<file path="config.mk">
export PLATFORM = sky130hd
export DESIGN_NAME = rat_pc_sequencer
export DESIGN_NICKNAME = d
export VERILOG_FILES = /design/src/rtl/rat_pkg.sv /design/src/rtl/rat_pc_sequencer.sv
export SDC_FILE = /design/constraint.sdc
export NUM_CORES = 1
export LEC_CHECK = 0
export CORE_AREA = 2 2 39 41
export CTS_BUF_LIST = sky130_fd_sc_hd__clkbuf_4 sky130_fd_sc_hd__clkbuf_8 sky130_fd_sc_hd__clkbuf_16
export CTS_CLUSTER_SIZE = 16
export DETAILED_ROUTE_END_ITERATION = 10
export DIE_AREA = 0 0 41 43
export HOLD_SLACK_MARGIN = 0.06
export SLEW_MARGIN = 10
export SYNTH_ARGS = -nofsm -noshare
export SYNTH_HDL_FRONTEND = slang
export SYNTH_SLANG_ARGS = --single-unit
</file>
<file path="constraint.sdc">
create_clock -name CLK -period 2.1 [get_ports CLK]
set_clock_uncertainty 0.1 [all_clocks]
set_input_delay 0.525 -clock CLK [delete_from_list [all_inputs] [get_ports CLK]]
set_output_delay 0.525 -clock CLK [all_outputs]
set_load 0.01 [all_outputs]
</file>
<file path="src/rtl/rat_pkg.sv">
// Shared encodings for the RAT MCU control path: opcodes, sequencer states, mux selects.
package rat_pkg;

  localparam logic [6:0] OP_BRN   = 7'b0010000;
  localparam logic [6:0] OP_CALL  = 7'b0010001;
  localparam logic [6:0] OP_BREQ  = 7'b0010010;
  localparam logic [6:0] OP_BRNE  = 7'b0010011;
  localparam logic [6:0] OP_BRCS  = 7'b0010100;
  localparam logic [6:0] OP_BRCC  = 7'b0010101;
  localparam logic [6:0] OP_RET   = 7'b0110010;
  localparam logic [6:0] OP_SEI   = 7'b0110100;
  localparam logic [6:0] OP_CLI   = 7'b0110101;
  localparam logic [6:0] OP_RETID = 7'b0110110;
  localparam logic [6:0] OP_RETIE = 7'b0110111;

  typedef enum logic [1:0] {
    ST_INIT  = 2'd0,
    ST_FETCH = 2'd1,
    ST_EXEC  = 2'd2,
    ST_INTR  = 2'd3
  } state_t;

  localparam logic [1:0] PC_SEL_IMM   = 2'd0;
  localparam logic [1:0] PC_SEL_STACK = 2'd1;
  localparam logic [1:0] PC_SEL_VEC   = 2'd2;
  localparam logic [1:0] PC_SEL_ZERO  = 2'd3;

  localparam logic [1:0] SCR_SEL_REG   = 2'd0;
  localparam logic [1:0] SCR_SEL_IMM   = 2'd1;
  localparam logic [1:0] SCR_SEL_SP    = 2'd2;
  localparam logic [1:0] SCR_SEL_SP_M1 = 2'd3;

endpackage

</file>
<file path="src/rtl/rat_pc_sequencer.sv">
// FETCH/EXEC/INTR control FSM for the RAT PC, stack and interrupt-enable flag.
// Outputs are Mealy in EXEC; only the state and I_FLAG are registered.
module rat_pc_sequencer
  import rat_pkg::*;
(
  input  logic       CLK,
  input  logic       RST,
  input  logic [6:0] OPCODE,
  input  logic       C_FLAG,
  input  logic       Z_FLAG,
  input  logic       INT,
  output logic       PC_RST,
  output logic       PC_LD,
  output logic       PC_INC,
  output logic [1:0] PC_MUX_SEL,
  output logic       IR_LD,
  output logic       SP_INCR,
  output logic       SP_DECR,
  output logic       SCR_WE,
  output logic [1:0] SCR_ADDR_SEL,
  output logic       SCR_DATA_SEL,
  output logic       FLG_SHAD_LD,
  output logic       FLG_RESTORE,
  output logic       I_FLAG
);

  state_t state_q, state_d;
  logic   i_flag_q, i_flag_d;

  always_ff @(posedge CLK or negedge RST) begin
    if (!RST) begin
      state_q  <= ST_INIT;
      i_flag_q <= 1'b0;
    end else begin
      state_q  <= state_d;
      i_flag_q <= i_flag_d;
    end
  end

  assign I_FLAG = i_flag_q;

  always_comb begin
    state_d      = state_q;
    i_flag_d     = i_flag_q;
    PC_RST       = 1'b0;
    PC_LD        = 1'b0;
    PC_INC       = 1'b0;
    PC_MUX_SEL   = PC_SEL_IMM;
    IR_LD        = 1'b0;
    SP_INCR      = 1'b0;
    SP_DECR      = 1'b0;
    SCR_WE       = 1'b0;
    SCR_ADDR_SEL = SCR_SEL_REG;
    SCR_DATA_SEL = 1'b0;
    FLG_SHAD_LD  = 1'b0;
    FLG_RESTORE  = 1'b0;

    case (state_q)
      ST_INIT: begin
        PC_RST  = 1'b1;
        state_d = ST_FETCH;
      end

      ST_FETCH: begin
        IR_LD   = 1'b1;
        PC_INC  = 1'b1;
        state_d = ST_EXEC;
      end

      ST_EXEC: begin
        // Interrupt decision uses the enable value held before this instruction retires.
        state_d = (INT && i_flag_q) ? ST_INTR : ST_FETCH;
        case (OPCODE)
          OP_BRN:  PC_LD = 1'b1;
          OP_BREQ: PC_LD = Z_FLAG;
          OP_BRNE: PC_LD = ~Z_FLAG;
          OP_BRCS: PC_LD = C_FLAG;
          OP_BRCC: PC_LD = ~C_FLAG;
          OP_CALL: begin
            PC_LD        = 1'b1;
            SCR_WE       = 1'b1;
            SCR_ADDR_SEL = SCR_SEL_SP_M1;
            SCR_DATA_SEL = 1'b1;
            SP_DECR      = 1'b1;
          end
          OP_RET, OP_RETID, OP_RETIE: begin
            PC_LD        = 1'b1;
            PC_MUX_SEL   = PC_SEL_STACK;
            SCR_ADDR_SEL = SCR_SEL_SP;
            SP_INCR      = 1'b1;
            if (OPCODE != OP_RET) begin
              FLG_RESTORE = 1'b1;
              i_flag_d    = OPCODE[0];
            end
          end
          OP_SEI:  i_flag_d = 1'b1;
          OP_CLI:  i_flag_d = 1'b0;
          default: ;
        endcase
      end

      ST_INTR: begin
        PC_LD        = 1'b1;
        PC_MUX_SEL   = PC_SEL_VEC;
        SCR_WE       = 1'b1;
        SCR_ADDR_SEL = SCR_SEL_SP_M1;
        SCR_DATA_SEL = 1'b1;
        SP_DECR      = 1'b1;
        FLG_SHAD_LD  = 1'b1;
        i_flag_d     = 1'b0;
        state_d      = ST_FETCH;
      end

      default: state_d = ST_INIT;
    endcase
  end

endmodule

</file>
Word level (Yosys, flattened, before mapping)

Index checks and enable logic that the tools add are counted.

ROM bits: 0
Input port bits: 12
Output and inout bits: 15
Latch bits: 0
Memories: 0
Register bits after elaboration: 3
Memory bits (writable): 0

Shift operators: 0
Order comparisons: 0
Multiply operators: 0
Eq/ne operators: 17
Bitwise logic cells: 2
Div/mod/pow operators: 0
$add $sub $neg: 0
Reductions and logical operators: 7
Muxes and demuxes: 21

Operators with widths:

| kind                                                  | number |
|---|---|
| equality test 7 x 5 -> 1 bit, second input constant   | 6 |
| equality test 7 x 6 -> 1 bit, second input constant   | 5 |
| one-hot mux 2 bit (2 select lines)                    | 3 |
| two-way mux 1 bit                                     | 11 |
| inequality test 7 x 6 -> 1 bit, second input constant | 1 |
| one-hot mux 1 bit (2 select lines)                    | 3 |
| one-hot mux 2 bit (3 select lines)                    | 1 |
| one-hot mux 1 bit (5 select lines)                    | 1 |
| OR reduction 5 bit                                    | 1 |
| equality test 2 bit, second input constant            | 2 |
| inequality test 4 x 2 -> 1 bit, second input constant | 1 |
| inequality test 3 bit, second input constant          | 1 |
| one-hot mux 1 bit (3 select lines)                    | 1 |
| AND reduction 3 bit                                   | 1 |
| OR reduction 3 bit                                    | 1 |
| equality test 2 x 1 -> 1 bit, second input constant   | 1 |
| zero test 2 bit                                       | 1 |
| two-way mux 2 bit                                     | 1 |
| NOT 1 bit                                             | 2 |
| nonzero test 2 bit                                    | 1 |
| OR reduction 2 bit                                    | 1 |
| logical AND 1 bit                                     | 1 |

Longest topological paths before layout

Depth in word-level cells: 4
Gate-level depth with buffers: 5
Mapped depth without buffers: 4

Least setup slack after synthesis

No wires, ideal clock.

Path type: input port to output port
Start: input port OPCODE[2]
End: output port SCR_ADDR_SEL[0]
Path slack: 65 ps
Stages on the path: 5
Required time: 1475 ps
Arrival: 1410 ps
Buffers on the path: 1
Path through: nand2b_1 or3_1 nor2_1 o21a_1 buf_4

Word-level cells in the longest chain between the ends: 4

RTL lines:

| what                                   | line                   | text |
|---|---|---|
| start: declaration                     | rat_pc_sequencer.sv:8  | `input logic [6:0] OPCODE,` |
| equality test 7 x 6 -> 1 bit           | rat_pc_sequencer.sv:73 | `case (OPCODE)` |
| OR reduction 3 bit                     | rat_pc_sequencer.sv:73 |  |
| one-hot mux 2 bit (2 select lines) (*) | rat_pc_sequencer.sv:73 |  |
| one-hot mux 2 bit (2 select lines) (*) | rat_pc_sequencer.sv:58 | `case (state_q)` |
| end: declaration                       | rat_pc_sequencer.sv:20 | `output logic [1:0] SCR_ADDR_SEL,` |

Every way passes the cells marked *; elsewhere a longest branch is shown, timed or not.

Worst setup path after layout

Start: input port OPCODE[2]
End: output port SCR_ADDR_SEL[1]

Same word-level chain as after synthesis.

==> results.tsv <==
stage	metric	value	unit
outcome	run_status	finished clean	
setup_path	longest_individual_stage_delay_on_the_worst_path	0.35	ns
power_and_ir_drop	share_clk_of_total_power	0.307	
setup_path	reg2regPathDepth	4	
power_and_ir_drop	power.switching_fraction	0.3353	
clock_network	clock_tree.htree_level_count	1	
floorplanning	design.die.area	0.001763	mm^2
synthesis	synth.avg_cell_area	7.245	um^2
clock_network	clock_path_buffers	2	
synthesis	yosysWarningCount	0	
synthesis	synth_cells	43	
power_and_ir_drop	pwr-share-seq	0.205	
placed_design	port_buffers	26	
setup_path	critical-path-slowest-cell	sky130_fd_sc_hd__or3_4	
clock_network	cts.reportedPaths.clkPinSlew	0.04	ns
run	cap_violations	0	
floorplanning	die_height	43	um
synthesis	fraction_of_the_yosys_area_taken_by_sequential_cells	0.2410	
hold_path	min-delay-path-class	in -> async	
clock_network	numClockSinks	3	
power_and_ir_drop	switchingPower	0.0001261	W
layout	antenna_cells	0	
floorplanning	die_width	41	um
synthesis	synth_cell_type_count	21	
synthesis	synth_fp_nets	55	
placed_design	dpl.cell_count	91	
floorplanning	pin_count	27	
power_and_ir_drop	finalPower	0.0003761	W
clock_network	cts.hold.buffers_added	0	
global_route	grt_start_max_net_pins	8	
clock_network	cts-buffers-inserted	3	
drt	via_per_inst	4.400	
sta	grt_setup_unrepaired	true	
clock_network	cts_root_buf	sky130_fd_sc_hd__clkbuf_4	
clock_network	clock_latency	0.24	ns
setup_path	critPathLaunchType	primary input	
sta	timing.final.max_slew_violations	0	
sta	hold_violations	0	
setup_path	reg2reg_from	state_q[1]	
setup_path	cp_max_fo	2	
layout	util_after_layout	0.4765	
drt	dr.first_iter.drc_count	10	
setup_path	setup.worst_path.end	SCR_ADDR_SEL[1]	
sta	timing.final.crit_share	0.9972	
floorplanning	start_util	0.2251	
layout	drive_gt1_frac	0.4810	
synthesis	synth.top_cell.area_share	0.2410	
global_route	globalRouteTotalUtil	0.1270	
layout	post_layout_nets	92	
power_and_ir_drop	pwr-share-comb	0.488	
sta	setup_viol_count_final	0	
drt	detailedRoute.firstPassIterationCount	4	
sta	period_minus_slack	2.094	ns
layout	layout-area-overhead-vs-synth	111.6	%
global_route	grt.overflow.total	0	
drt	post_drt_wl_per_cell	10.36	um
floorplanning	core_area	0.001384	mm^2
sta	max_slew_margin_vs_limit	0.8777	
setup_path	cp-startpoint	OPCODE[2]	
sta	tightest_slew	0.1826	ns
sta	setup_slack_after_layout	0.005887	ns
setup_path	arrival	1.47	ns
synthesis	ys_top_cells_by_area	sky130_fd_sc_hd__dfrtp_1, sky130_fd_sc_hd__buf_4, sky130_fd_sc_hd__nor2_1, sky130_fd_sc_hd__o21ai_0, sky130_fd_sc_hd__nand2_1	
global_route	first_global_vias	368	
power_and_ir_drop	internal_power	0.0002500	W
setup_path	critical_path_class	in -> out	
layout	final-instance-count-excl-fill	95	
setup_path	timing.reg2reg.setup_slack	1.01	ns
setup_path	cp_data_required_time	1.47	ns
power_and_ir_drop	static-leakage-power	0.3612	nW
placed_design	detailed_place_hpwl	755.8	um
power_and_ir_drop	vdd_ir_drop_max	0.0001916	V
synthesis	synthesized_area	311.5	um^2
global_route	first_pass_grt_wire_length	1442	um
setup_path	timing.critical_path.to_type	output port	
placed_design	gpl.final_weighted_congestion	0.6805	
clock_network	tritoncts_clock_tree	yes	
synthesis	synth.largest_area_cell	sky130_fd_sc_hd__dfrtp_1	
drt	detail-route-antenna-nets	0	
placed_design	post_place_setup_slack	-0.7816	ns
global_route	number_of_antenna_violations_at_the_first_check_in_global_routing	0	
drt	vias	418	
floorplanning	rows	14	
sta	achievable-frequency	477.5	MHz
setup_path	critical_path.cell_chain	buf_6 > nand2b_4 > or3_4 > a21oi_2 > o21a_1 > buf_2	
drt	route.final.wire_length	984	um
synthesis	synth-seq-cells	3	
setup_path	regToRegEndpoint	I_FLAG	
power_and_ir_drop	power_dens_cells	570.4	mW/mm^2
drt	drt_drc_violations_left	0	
## worst max-delay path: cells and delay by family
kind / cells / cell delay, ns
AO/OA/AOI/OAI: 2 / 0.25
buffers and inverters: 2 / 0.21
AND/OR/NAND/NOR: 2 / 0.48
## worst min-delay path by stage
stage                      start  cells after the start          to
after floorplan              RST                      0      I_FLAG
after global routing         RST                      1  state_q[1]
final                        RST                      1  state_q[1]
after CTS                    RST                      1  state_q[1]
after global placement    I_FLAG                      2  state_q[1]
after detailed placement  I_FLAG                      2  state_q[1]
## routing by layer
| metal | vias to the layer above | part of all wire | global-route usage |
|---|---|---|---|
| li1 | 217 | - | - |
| met5 | - | 0 | 0 |
| met4 | 0 | 0 | 0.1000 |
| met2 | 19 | 0.50 | 0.1656 |
| met1 | 182 | 0.43 | 0.1466 |
| met3 | 0 | 0.071 | 0.06806 |
## cell type report
class	count	area, um^2
Clock buffer	4	30.03
Fill cell	152	724.4
Inverter	3	11.26
Multi-Input combinational cell	32	229.0
Sequential cell	3	75.07
Tap cell	16	20.02
Timing Repair Buffer	37	294.0
## state kept, by name, indices dropped and copies added, names as in the netlist
register / count
I_FLAG: 1
state_q: 2
## layout by cell type, fill, tap and decap left out
cell,instances
sky130_fd_sc_hd__buf_2,10
sky130_fd_sc_hd__buf_4,10
sky130_fd_sc_hd__nor2_1,6
sky130_fd_sc_hd__clkbuf_4,4
sky130_fd_sc_hd__clkdlybuf4s50_1,4
sky130_fd_sc_hd__dlygate4sd2_1,4
sky130_fd_sc_hd__dfrtp_1,3
sky130_fd_sc_hd__inv_1,3
sky130_fd_sc_hd__nand2_1,3
sky130_fd_sc_hd__clkdlybuf4s15_1,3
sky130_fd_sc_hd__nand3_2,2
sky130_fd_sc_hd__o21ai_0,2
sky130_fd_sc_hd__o21a_1,2
sky130_fd_sc_hd__buf_6,2
sky130_fd_sc_hd__dlymetal6s2s_1,2
sky130_fd_sc_hd__and2_1,1
sky130_fd_sc_hd__nand2b_4,1
sky130_fd_sc_hd__o21ai_1,1
sky130_fd_sc_hd__a22o_1,1
sky130_fd_sc_hd__nor3b_1,1
sky130_fd_sc_hd__nor3b_2,1
sky130_fd_sc_hd__a31oi_1,1
sky130_fd_sc_hd__nand2_2,1
sky130_fd_sc_hd__nor3_2,1
sky130_fd_sc_hd__or3_4,1
sky130_fd_sc_hd__a21oi_2,1
sky130_fd_sc_hd__nor2_4,1
sky130_fd_sc_hd__nor3_1,1
sky130_fd_sc_hd__o41a_2,1
sky130_fd_sc_hd__xnor2_1,1
sky130_fd_sc_hd__nand4_1,1
sky130_fd_sc_hd__mux2i_1,1
sky130_fd_sc_hd__clkbuf_2,1
sky130_fd_sc_hd__clkdlybuf4s15_2,1
## stage by stage
stage               hold slack, ns  cell area (um^2)  setup TNS (ns)
global route                0.3780             659.4         -0.2903
CTS                         0.3691             648.1         -0.3870
global placement            0.4430             636.9          -6.529
floorplan                   0.1294             311.5               0
finish                      0.3758             659.4               0
detailed placement          0.4569             636.9          -6.729
## synth_stat cells
master,count
sky130_fd_sc_hd__a21oi_1,1
sky130_fd_sc_hd__a22o_1,1
sky130_fd_sc_hd__a31oi_1,1
sky130_fd_sc_hd__and2_1,1
sky130_fd_sc_hd__buf_4,5
sky130_fd_sc_hd__dfrtp_1,3
sky130_fd_sc_hd__inv_1,3
sky130_fd_sc_hd__mux2i_1,1
sky130_fd_sc_hd__nand2_1,4
sky130_fd_sc_hd__nand2b_1,1
sky130_fd_sc_hd__nand3_1,2
sky130_fd_sc_hd__nand4_1,1
sky130_fd_sc_hd__nor2_1,7
sky130_fd_sc_hd__nor3_1,1
sky130_fd_sc_hd__nor3_2,1
sky130_fd_sc_hd__nor3b_1,2
sky130_fd_sc_hd__o21a_1,2
sky130_fd_sc_hd__o21ai_0,3
sky130_fd_sc_hd__o41a_2,1
sky130_fd_sc_hd__or3_1,1
sky130_fd_sc_hd__xnor2_1,1
## power by group through the flow
stage               Clock, W  Combinational [W]  Sequential (W)
floorplan                  0          0.0000901       0.0000836
CTS                 0.000118           0.000186       0.0000773
global route        0.000125           0.000200       0.0000791
detailed placement         0           0.000212       0.0000780
finish              0.000116           0.000184       0.0000771
global placement           0           0.000210       0.0000769
## repair_timing
action	in CTS	in global routing
gates resized for setup	64	10
buffers inserted	1	0
endpoints found under the setup margin	11	10
pin swaps	9	7
## logic make-up after synthesis
group,Yosys count,synth area share
xor+xnor,1,0.02812
buf+inv,8,0.1566
compound gates,9,0.2008
flops,3,0.2410
mux,1,0.03213
simple gates,21,0.3414
(Power assumes the default switching activity.)
